**src/rtl/cpu_run_ctrl.sv**
```systemverilog
// Run/step/halt controller for the single-cycle MIPS core: issues one-clock CPU enables,
// counts executed instructions, enforces a cycle limit and a PC breakpoint, and muxes the display.
module cpu_run_ctrl #(
  parameter int unsigned MAX_CYCLES = 2048,
  parameter int unsigned DIV_SHIFT  = 8,
  parameter int unsigned CNT_W      = 32
) (
  input  logic             clk,
  input  logic             rst,
  input  logic             run_i,
  input  logic             step_i,
  input  logic             clr_i,
  input  logic [1:0]       rate_sel_i,
  input  logic             bp_en_i,
  input  logic [31:0]      bp_addr_i,
  input  logic [31:0]      pc_i,
  input  logic             reg_wr_i,
  input  logic             mem_wr_i,
  input  logic [31:0]      wb_data_i,
  input  logic [31:0]      st_data_i,
  output logic             cpu_en_o,
  output logic             halted_o,
  output logic [1:0]       state_o,
  output logic [CNT_W-1:0] icount_o,
  output logic [31:0]      display_o
);

  localparam int unsigned      PreW   = 3 * DIV_SHIFT;
  localparam logic [CNT_W-1:0] MaxCnt = CNT_W'(MAX_CYCLES);

  typedef enum logic [1:0] {
    StIdle = 2'd0,
    StRun  = 2'd1,
    StStep = 2'd2,
    StHalt = 2'd3
  } state_e;

  state_e           state_q, state_d;
  logic             cpu_en_q, cpu_en_d;
  logic [CNT_W-1:0] icount_q, icount_d;
  logic [PreW-1:0]  presc_q, presc_d, presc_mask;
  logic             skip_q, skip_d;
  logic             step_s1_q, step_s2_q, step_s3_q;
  logic             run_q;
  logic [31:0]      display_q;

  logic step_req, run_rise, tick, at_limit, bp_hit;

  assign step_req = step_s2_q & ~step_s3_q;
  assign run_rise = run_i & ~run_q;
  assign at_limit = (icount_q >= MaxCnt);
  assign bp_hit   = bp_en_i && (pc_i == bp_addr_i) && !skip_q;

  // rate_sel=0 gives an empty mask, so the compare below ticks every clock.
  always_comb begin
    presc_mask = '0;
    for (int unsigned i = 0; i < PreW; i++) begin
      if (i < 32'(rate_sel_i) * DIV_SHIFT) presc_mask[i] = 1'b1;
    end
  end

  assign tick = ((presc_q & presc_mask) == presc_mask);

  always_comb begin
    state_d  = state_q;
    cpu_en_d = 1'b0;
    skip_d   = skip_q;
    presc_d  = presc_q + PreW'(1);

    unique case (state_q)
      StIdle: begin
        if (run_i) begin
          state_d = StRun;
        end else if (step_req) begin
          if (at_limit) begin
            state_d = StHalt;
          end else begin
            state_d  = StStep;
            cpu_en_d = 1'b1;
          end
        end
      end
      StRun: begin
        if (tick) begin
          if (at_limit || bp_hit) begin
            state_d = StHalt;
          end else begin
            cpu_en_d = 1'b1;
            skip_d   = 1'b0;
            if (!run_i) state_d = StIdle;
          end
        end else if (!run_i) begin
          state_d = StIdle;
        end
      end
      StStep: begin
        state_d = StIdle;
      end
      StHalt: begin
        if (run_rise && !at_limit) begin
          state_d = StRun;
          // Let the instruction sitting on the breakpoint execute once.
          skip_d  = 1'b1;
        end else if (step_req && !at_limit) begin
          cpu_en_d = 1'b1;
        end
      end
      default: state_d = StIdle;
    endcase

    if (clr_i) begin
      state_d  = StIdle;
      cpu_en_d = 1'b0;
      skip_d   = 1'b0;
    end

    if ((state_d == StRun) && (state_q != StRun)) presc_d = '0;

    if (clr_i) begin
      icount_d = '0;
    end else if (cpu_en_d && !at_limit) begin
      icount_d = icount_q + CNT_W'(1);
    end else begin
      icount_d = icount_q;
    end
  end

  always_ff @(posedge clk or negedge rst) begin
    if (!rst) begin
      state_q   <= StIdle;
      cpu_en_q  <= 1'b0;
      icount_q  <= '0;
      presc_q   <= '0;
      skip_q    <= 1'b0;
      step_s1_q <= 1'b0;
      step_s2_q <= 1'b0;
      step_s3_q <= 1'b0;
      run_q     <= 1'b0;
      display_q <= '0;
    end else begin
      state_q   <= state_d;
      cpu_en_q  <= cpu_en_d;
      icount_q  <= icount_d;
      presc_q   <= presc_d;
      skip_q    <= skip_d;
      step_s1_q <= step_i;
      step_s2_q <= step_s1_q;
      step_s3_q <= step_s2_q;
      run_q     <= run_i;
      display_q <= reg_wr_i ? wb_data_i : (mem_wr_i ? st_data_i : pc_i);
    end
  end

  assign cpu_en_o  = cpu_en_q;
  assign halted_o  = (state_q == StHalt);
  assign state_o   = state_q;
  assign icount_o  = icount_q;
  assign display_o = display_q;

endmodule

```
**config.mk**
```make
export PLATFORM = sky130hd
export DESIGN_NAME = cpu_run_ctrl
export DESIGN_NICKNAME = d
export VERILOG_FILES = /design/src/rtl/cpu_run_ctrl.sv
export SDC_FILE = /design/constraint.sdc
export NUM_CORES = 1
export LEC_CHECK = 0
export BUFFER_PORTS_ARGS = -buffer_cell sky130_fd_sc_hd__buf_2
export CAP_MARGIN = 20
export CORE_MARGIN = 1.5
export CORE_UTILIZATION = 51
export CTS_CLUSTER_DIAMETER = 50
export CTS_CLUSTER_SIZE = 12
export DETAILED_ROUTE_END_ITERATION = 8
export MAX_ROUTING_LAYER = met4
export PLACE_DENSITY = 0.95
export SLEW_MARGIN = 20
export SYNTH_ARGS = -nofsm -noshare
export SYNTH_HDL_FRONTEND = slang
export SYNTH_SLANG_ARGS = --single-unit
export TNS_END_PERCENT = 50
```
**constraint.sdc**
```tcl
create_clock -name clk -period 3.8 [get_ports clk]
set_clock_uncertainty 0.05 [all_clocks]
set_input_delay 0.19 -clock clk [delete_from_list [all_inputs] [get_ports clk]]
set_output_delay 0.19 -clock clk [all_outputs]
set_load 0.02 [all_outputs]
```
==> results of run 1 <==
worst max-delay path: stages (launching register included):
cell     delay [ns]
dfrtp_1        0.43
nor4_1         0.46
nand4_1        0.32
nor2_2         0.23
a41oi_2        0.53
or4_1          0.69
a21oi_1        0.16
through the flow:
stage / setup slack [ns] / hold WS, ns / cell area [um^2] / std cells
after floorplan: 1.687 / -0.1556 / 4710 / 466
after global placement: 1.185 / 0.2613 / 5778 / 761
after detailed placement: 0.9887 / 0.2614 / 5778 / 761
after CTS: 1.026 / 0.005052 / 6208 / 802
after global routing: 0.7160 / 0.01956 / 6211 / 803
final: 0.8236 / 0.01309 / 6211 / 803
power by group:
part           switching (mW)  leakage (nW)  internal, mW
Sequential             0.0444          1.26          1.07
Clock                   0.386        0.0850         0.248
Combinational           0.222          1.75         0.169
placed cells by master, fill, tap and decap left out, types with 2 or more instances in the layout:
cell type and instances:
nor3_1 8, a21oi_1 15, o21ai_0 40, nor2b_1 20, mux2i_1 33, and3b_1 2, nand3_1 14, nor2_1 38
clkinv_4 2, or3_1 8, xor2_1 11, buf_4 3, o21ai_1 5, and2_1 2, buf_2 204, ha_1 3
nand2_1 44, nand2b_1 3, dlygate4sd3_1 25, dfrtp_1 96, or4_1 3, and3_1 2, nand4_1 18, xnor2_1 43
nor2_2 3, o31ai_1 3, nor4_1 5, clkinvlp_4 2, inv_1 12, clkbuf_8 9
final cells by class:
class | count | share of cell area
Multi-Input combinational cell | 338 | 0.3465
Inverter | 12 | 0.007252
Clock inverter | 6 | 0.008461
Sequential cell | 96 | 0.3868
Tap cell | 108 | 0.02176
Clock buffer | 10 | 0.02055
Antenna cell | 1 | 0.0004029
Timing Repair Buffer | 232 | 0.2083
per-layer routing:
layer | part of all wire | up-vias | routed length (um)
met5 | 0 | - | 0
met4 | 0.045 | 0 | 674
met1 | 0.39 | 2201 | 5832
li1 | - | 2038 | -
met3 | 0.060 | 47 | 896
met2 | 0.50 | 231 | 7454
state kept, by name, summed over array words and instances (netlist names):
register,cells
state_o,2
skip_q,1
step_s2_q,1
step_s3_q,1
run_q,1
presc_q,24
icount_o,32
display_o,32
cpu_en_o,1
step_s1_q,1
logic make-up after synthesis:
kind of cell | synth area share
simple gates | 0.1953
flops | 0.5101
compound gates | 0.08316
xor+xnor | 0.1004
mux | 0.07014
buf+inv | 0.03294
fa+ha+maj | 0.007971
how the worst max path moves through the flow:
stage | start | endpoint | slack, ns | cells after the start
global route | icount_o[20] | icount_o[6] | 0.72 | 6
floorplan | state_o[1] | icount_o[8] | 1.69 | 7
finish | icount_o[20] | icount_o[6] | 0.82 | 6
global placement | bp_addr_i[27] | icount_o[1] | 1.18 | 8
CTS | icount_o[14] | icount_o[6] | 1.03 | 6
detailed placement | bp_addr_i[27] | icount_o[9] | 0.99 | 8
==> flow_metrics.py, run 1 <==
metrics = {
    "status": {
        "status": "complete, no violations",
    },
    "die": {
        "dieHeight_um": 99.10,
        "die_area_um2": 9820,
        "core-area_um2": 8848,
        "start_util": 0.5322,
        "fp.dieW_um": 99.10,
        "rows": 34,
        "io_pins": 206,
    },
    "timing": {
        "period_needed_ns": 2.976,
        "grt_setup_unrepaired": "false",
        "worstMarginPinSlew_ns": 1.003,
        "max_freq_ghz": 0.3360,
        "fin_tns_setup_ns": 0,
        "hold_violations": 0,
        "final-setup-viol-count": 0,
        "fin_crit_sh": 0.7833,
        "relSlewSlack": 0.3314,
        "slew_viol_final": 0,
    },
    "critical_path": {
        "critPathRequiredTime_ns": 4.04,
        "critPathKind": "flip-flop to flip-flop",
        "arrival_ns": 3.22,
        "r2r-start": "icount_o[20]",
        "r2r-end": "icount_o[6]",
        "path_max_fanout": 24,
        "r2r_slack_ns": 0.82,
        "crit_path_end_kind": "flip-flop",
        "start_kind": "flip-flop",
        "reg2reg_depth": 6,
    },
    "hold_path": {
        "worstHoldStart": "wb_data_i[25]",
        "hold_path.class": "input pin to flip-flop",
        "hold_depth": 3,
        "min_to": "display_o[25]",
    },
    "finish": {
        "drive_gt1_frac": 0.3357,
        "multi_input_area_um2": 2152,
        "fill_cells": 662,
        "finalCoreUtilization": 0.7019,
        "regArea_um2": 2402,
        "area_growth_pct": 31.88,
        "nNetsFinal": 830,
    },
    "clocking": {
        "ctsLongestPathBuffers": 2,
        "cts-resized-gates": 0,
        "clk_pin_slew_worst_paths_ns": 0.11,
        "postCtsHoldBufs": 25,
        "clockRootBuffer": "clkbuf_8",
        "htreeDepth": 3,
        "tritoncts": "built",
        "insertion_delay_ns": 0.36,
        "cts_sinks": 96,
        "cts_setup_buffers": 0,
        "cts_buffers": 9,
    },
    "logic_synthesis": {
        "syn-num-nets": 607,
        "synth_area_um2": 4710,
        "ys.flop_type": "dfrtp_1",
        "seq_area_frac_synth": 0.5101,
        "yosysTopAreaCellShare": 0.5101,
        "synth_commonest_cells": "96 x dfrtp_1, 44 x nand2_1, 43 x xnor2_1",
        "ys_types": 45,
        "synth_top_area_cell": "dfrtp_1",
        "postSynthAreaPerCell_um2": 10.11,
        "netlist_instances": 466,
        "synth_edf_count": 0,
        "async_reset_ff_frac": 1.000,
        "ys_warn_count": 0,
        "yosysMostFrequentCell": "dfrtp_1",
        "synth_area_leaders": "dfrtp_1 51%, xnor2_1 8.0%, mux2i_1 7.0%, o21ai_0 4.3%, nand2_1 3.5%",
        "ys_seq_elements": 96,
    },
    "global_routing": {
        "antenna_found_initial": 1,
        "globalRouteTotalUtil": 0.3235,
        "grt_use_met1": 0.3824,
        "grt.busiest_layer": "met2",
        "grt_overflow": 0,
        "use_met3": 0.05973,
        "grt_pass1_vias": 4739,
        "grt_max_degree": 70,
        "grt_pass1_wl_um": 23670,
        "grtUsageMet2": 0.5332,
    },
    "routing": {
        "wl_um": 14860,
        "drc": 0,
        "vias_per_cell": 5.625,
        "drt_iter0_drc": 323,
        "wl_per_cell_um": 18.50,
        "ant_nets": 0,
        "drt_first_pass_iters": 5,
        "via_count": 4517,
    },
    "place": {
        "io_buffers": 205,
        "gp_congestion": 0.9993,
        "place_hpwl_um": 10780,
    },
    "run": {
        "max_cap_viol_count": 0,
    },
    "power_and_ir_drop": {
        "peakVddDrop_uv": 184.9,
        "power.total_mw": 2.143,
        "p_leak_nw": 3.094,
        "powerDensity_nw_per_um2": 345.0,
    },
}
(Power assumes the default switching activity.)
==> run 2, diff against run 1 <==
--- a/config.mk
+++ b/config.mk
@@ -5,15 +5,16 @@
 export SDC_FILE = /design/constraint.sdc
 export NUM_CORES = 1
 export LEC_CHECK = 0
+export ABC_AREA = 1
 export BUFFER_PORTS_ARGS = -buffer_cell sky130_fd_sc_hd__buf_2
 export CAP_MARGIN = 20
 export CORE_MARGIN = 1.5
-export CORE_UTILIZATION = 51
+export CORE_UTILIZATION = 44
 export CTS_CLUSTER_DIAMETER = 50
 export CTS_CLUSTER_SIZE = 12
 export DETAILED_ROUTE_END_ITERATION = 8
 export MAX_ROUTING_LAYER = met4
-export PLACE_DENSITY = 0.95
+export PLACE_DENSITY = 0.88
 export SLEW_MARGIN = 20
 export SYNTH_ARGS = -nofsm -noshare
 export SYNTH_HDL_FRONTEND = slang
==> constraint.sdc (replaced) <==
create_clock -name clk -period 2.4 [get_ports clk]
set_clock_uncertainty 0.05 [all_clocks]
set_input_delay 0.12 -clock clk [delete_from_list [all_inputs] [get_ports clk]]
set_output_delay 0.12 -clock clk [all_outputs]
set_load 0.02 [all_outputs]
==> run 2 against run 1 <==
Sequential cell count is the same. Critical path depth grew 10. Sequential power grew 58%. Final area grew 16%. Non-clock buffer count grew 37. First-iteration DRC count grew 1.5%. Routed wire length grew 5.4%. Power grew 88%. Worst hold slack gained 0.0093 ns. Critical path type is now input pin to flip-flop. Largest power group unchanged. Highest routed layer unchanged.
==> flow_metrics.py, run 2 <==
metrics = {
    "global_routing": {
        "globalRouteTotalUtil": 0.2702,
        "grt_pass1_wl_um": 25700,
        "grt_max_degree": 55,
        "grt_overflow": 0,
        "grt_pass1_vias": 5576,
        "antenna_found_initial": 1,
    },
    "run": {
        "max_cap_viol_count": 0,
    },
    "place": {
        "place_hpwl_um": 11080,
        "place_inst": 997,
        "place_ws_ns": 0.2838,
        "placedInstanceArea_um2": 6310,
        "io_buffers": 205,
        "gp_congestion": 0.8683,
    },
    "timing": {
        "relSlewSlack": 0.4699,
        "whs_ns": 0.02234,
        "final-setup-viol-count": 0,
        "fin_ws_ns": 0.3155,
        "fin_tns_setup_ns": 0,
        "period_needed_ns": 2.084,
        "grt_setup_unrepaired": "false",
        "max_freq_ghz": 0.4797,
        "worstMarginPinSlew_ns": 0.7903,
        "slew_viol_final": 0,
        "hold_violations": 0,
        "fin_crit_sh": 0.8685,
    },
    "routing": {
        "wl_met2_um": 7874,
        "routed.top_layer": "met4",
        "via_count": 5421,
        "route.met3.wl_um": 1015,
        "wl_per_cell_um": 14.62,
        "drc": 0,
        "ant_nets": 0,
        "wl_met1_um": 6020,
        "wl_um": 15660,
        "drt_first_pass_iters": 5,
        "drt_iter0_drc": 328,
        "vias_per_cell": 5.062,
    },
    "die": {
        "start_util": 0.4501,
        "rows": 39,
        "fp.dieW_um": 111.1,
        "io_pins": 206,
        "dieHeight_um": 111.1,
        "core-area_um2": 11420,
        "die_area_um2": 12340,
    },
    "status": {
        "status": "complete, no violations",
    },
    "critical_path": {
        "cp_num_buf_inv": 4,
        "crit_family": "simple AND/OR/NAND/NOR gates",
        "critPathKind": "input pin to flip-flop",
        "path_max_fanout": 25,
        "crit_slowest_cell": "dlygate4sd3_1",
        "start_kind": "input pin",
        "cpPeakStageDelay_ns": 0.52,
        "arrival_ns": 2.30,
        "path_cells": "dlygate4sd3_1, buf_2, inv_1, nand2_1, nand2_1, inv_1, nand2_1, nor2_1, nand2_1, nor2_1, nand3_1, nand2_1, nand2_1, nand3_1, nand2_2, a21oi_1",
        "crit_path_end_kind": "flip-flop",
        "cp_common_cell": "nand2_1",
        "critPathRequiredTime_ns": 2.62,
    },
    "power_and_ir_drop": {
        "p_leak_nw": 3.844,
        "powerDensity_nw_per_um2": 561.6,
        "power.total_mw": 4.030,
        "peakVddDrop_uv": 381.3,
    },
    "finish": {
        "nNetsFinal": 1063,
        "final_cells": 1071,
        "fin_area_um2": 7176,
        "finalCoreUtilization": 0.6284,
        "multi_input_area_um2": 2266,
        "fill_cells": 971,
        "mostFrequentLayoutCell": "buf_2",
        "regArea_um2": 2402,
        "area_growth_pct": 39.61,
        "layout_common_cells": "204 x buf_2, 140 x nand2_1, 96 x dfrtp_1, 93 x inv_1, 81 x nor2_1",
        "drive_gt1_frac": 0.2675,
    },
    "logic_synthesis": {
        "netlist_instances": 664,
        "synth_top_area_cell": "dfrtp_1",
        "synth_edf_count": 0,
        "yosysTopAreaCellShare": 0.4674,
        "ys.flop_type": "dfrtp_1",
        "synth_area_um2": 5140,
        "synth_commonest_cells": "140 x nand2_1, 96 x dfrtp_1, 93 x inv_1",
        "postSynthAreaPerCell_um2": 7.741,
        "syn-num-nets": 805,
        "yosysMostFrequentCell": "nand2_1",
        "seq_area_frac_synth": 0.4674,
        "ys_types": 38,
        "ys_seq_elements": 96,
        "async_reset_ff_frac": 1.000,
        "synth_area_leaders": "dfrtp_1 47%, nand2_1 10%, a21oi_1 7.8%, inv_1 6.8%, nor2_1 5.9%",
        "ys_warn_count": 0,
    },
    "clocking": {
        "cts_sinks": 96,
        "postCtsHoldBufs": 57,
        "ctsLongestPathBuffers": 2,
        "cts_setup_buffers": 0,
        "insertion_delay_ns": 0.35,
        "htreeDepth": 3,
        "clockRootBuffer": "clkbuf_16",
        "clk_pin_slew_worst_paths_ns": 0.07,
        "tritoncts": "built",
        "cts_buffers": 9,
        "cts-resized-gates": 0,
    },
    "hold_path": {
        "hold_path.class": "input pin to flip-flop",
    },
}
run 2: cell families (layout without fill, tap and decap cells):
logic type / Yosys count / count (layout) / synth area share
compound gates: 114 / 114 / 0.1222
xor+xnor: 35 / 35 / 0.05964
fa+ha+maj: 3 / 3 / 0.007304
buf+inv: 117 / 380 / 0.09177
flops: 96 / 96 / 0.4674
other cells: 0 / 1 / 0
simple gates: 299 / 299 / 0.2517
run 2: worst paths after layout:
kind,startpoint,slack [ns],cells past startpoint,to
max,pc_i[23],0.32,16,presc_q[18]
min,wb_data_i[4],0.02,3,display_o[4]
max reg2reg,skip_q,0.36,11,presc_q[18]
min reg2reg,step_s1_q,0.31,0,step_s2_q
max in group asynchronous,rst,1.35,3,icount_o[6]
min in group asynchronous,rst,0.27,2,presc_q[14]
run 2: layout make-up:
class / instances / area share
clock buffer: 9 / 0.03139
tap: 143 / 0.02493
inverter: 95 / 0.04969
sequential: 96 / 0.3348
clock inverter: 7 / 0.009416
antenna: 1 / 0.0003487
timing repair buffer: 269 / 0.2337
multi-input combinational: 451 / 0.3158
run 2: worst min-delay path, cell delays in order:
cell and delay (ns):
buf_2 0.11, nor2_1 0.09, a21oi_1 0.06
run 2: per-layer routing:
metal | vias to the layer above | track usage
li1 | 2620 | -
met1 | 2503 | 0.3019
met2 | 232 | 0.4547
met3 | 66 | 0.06288
met4 | 0 | 0.1367
met5 | - | -
run 2: report_power, final:
group | switching, mW | total (mW) | internal (mW)
registers | 0.0620 | 1.77 | 1.71
logic | 0.480 | 0.827 | 0.347
clock network | 0.698 | 1.43 | 0.735
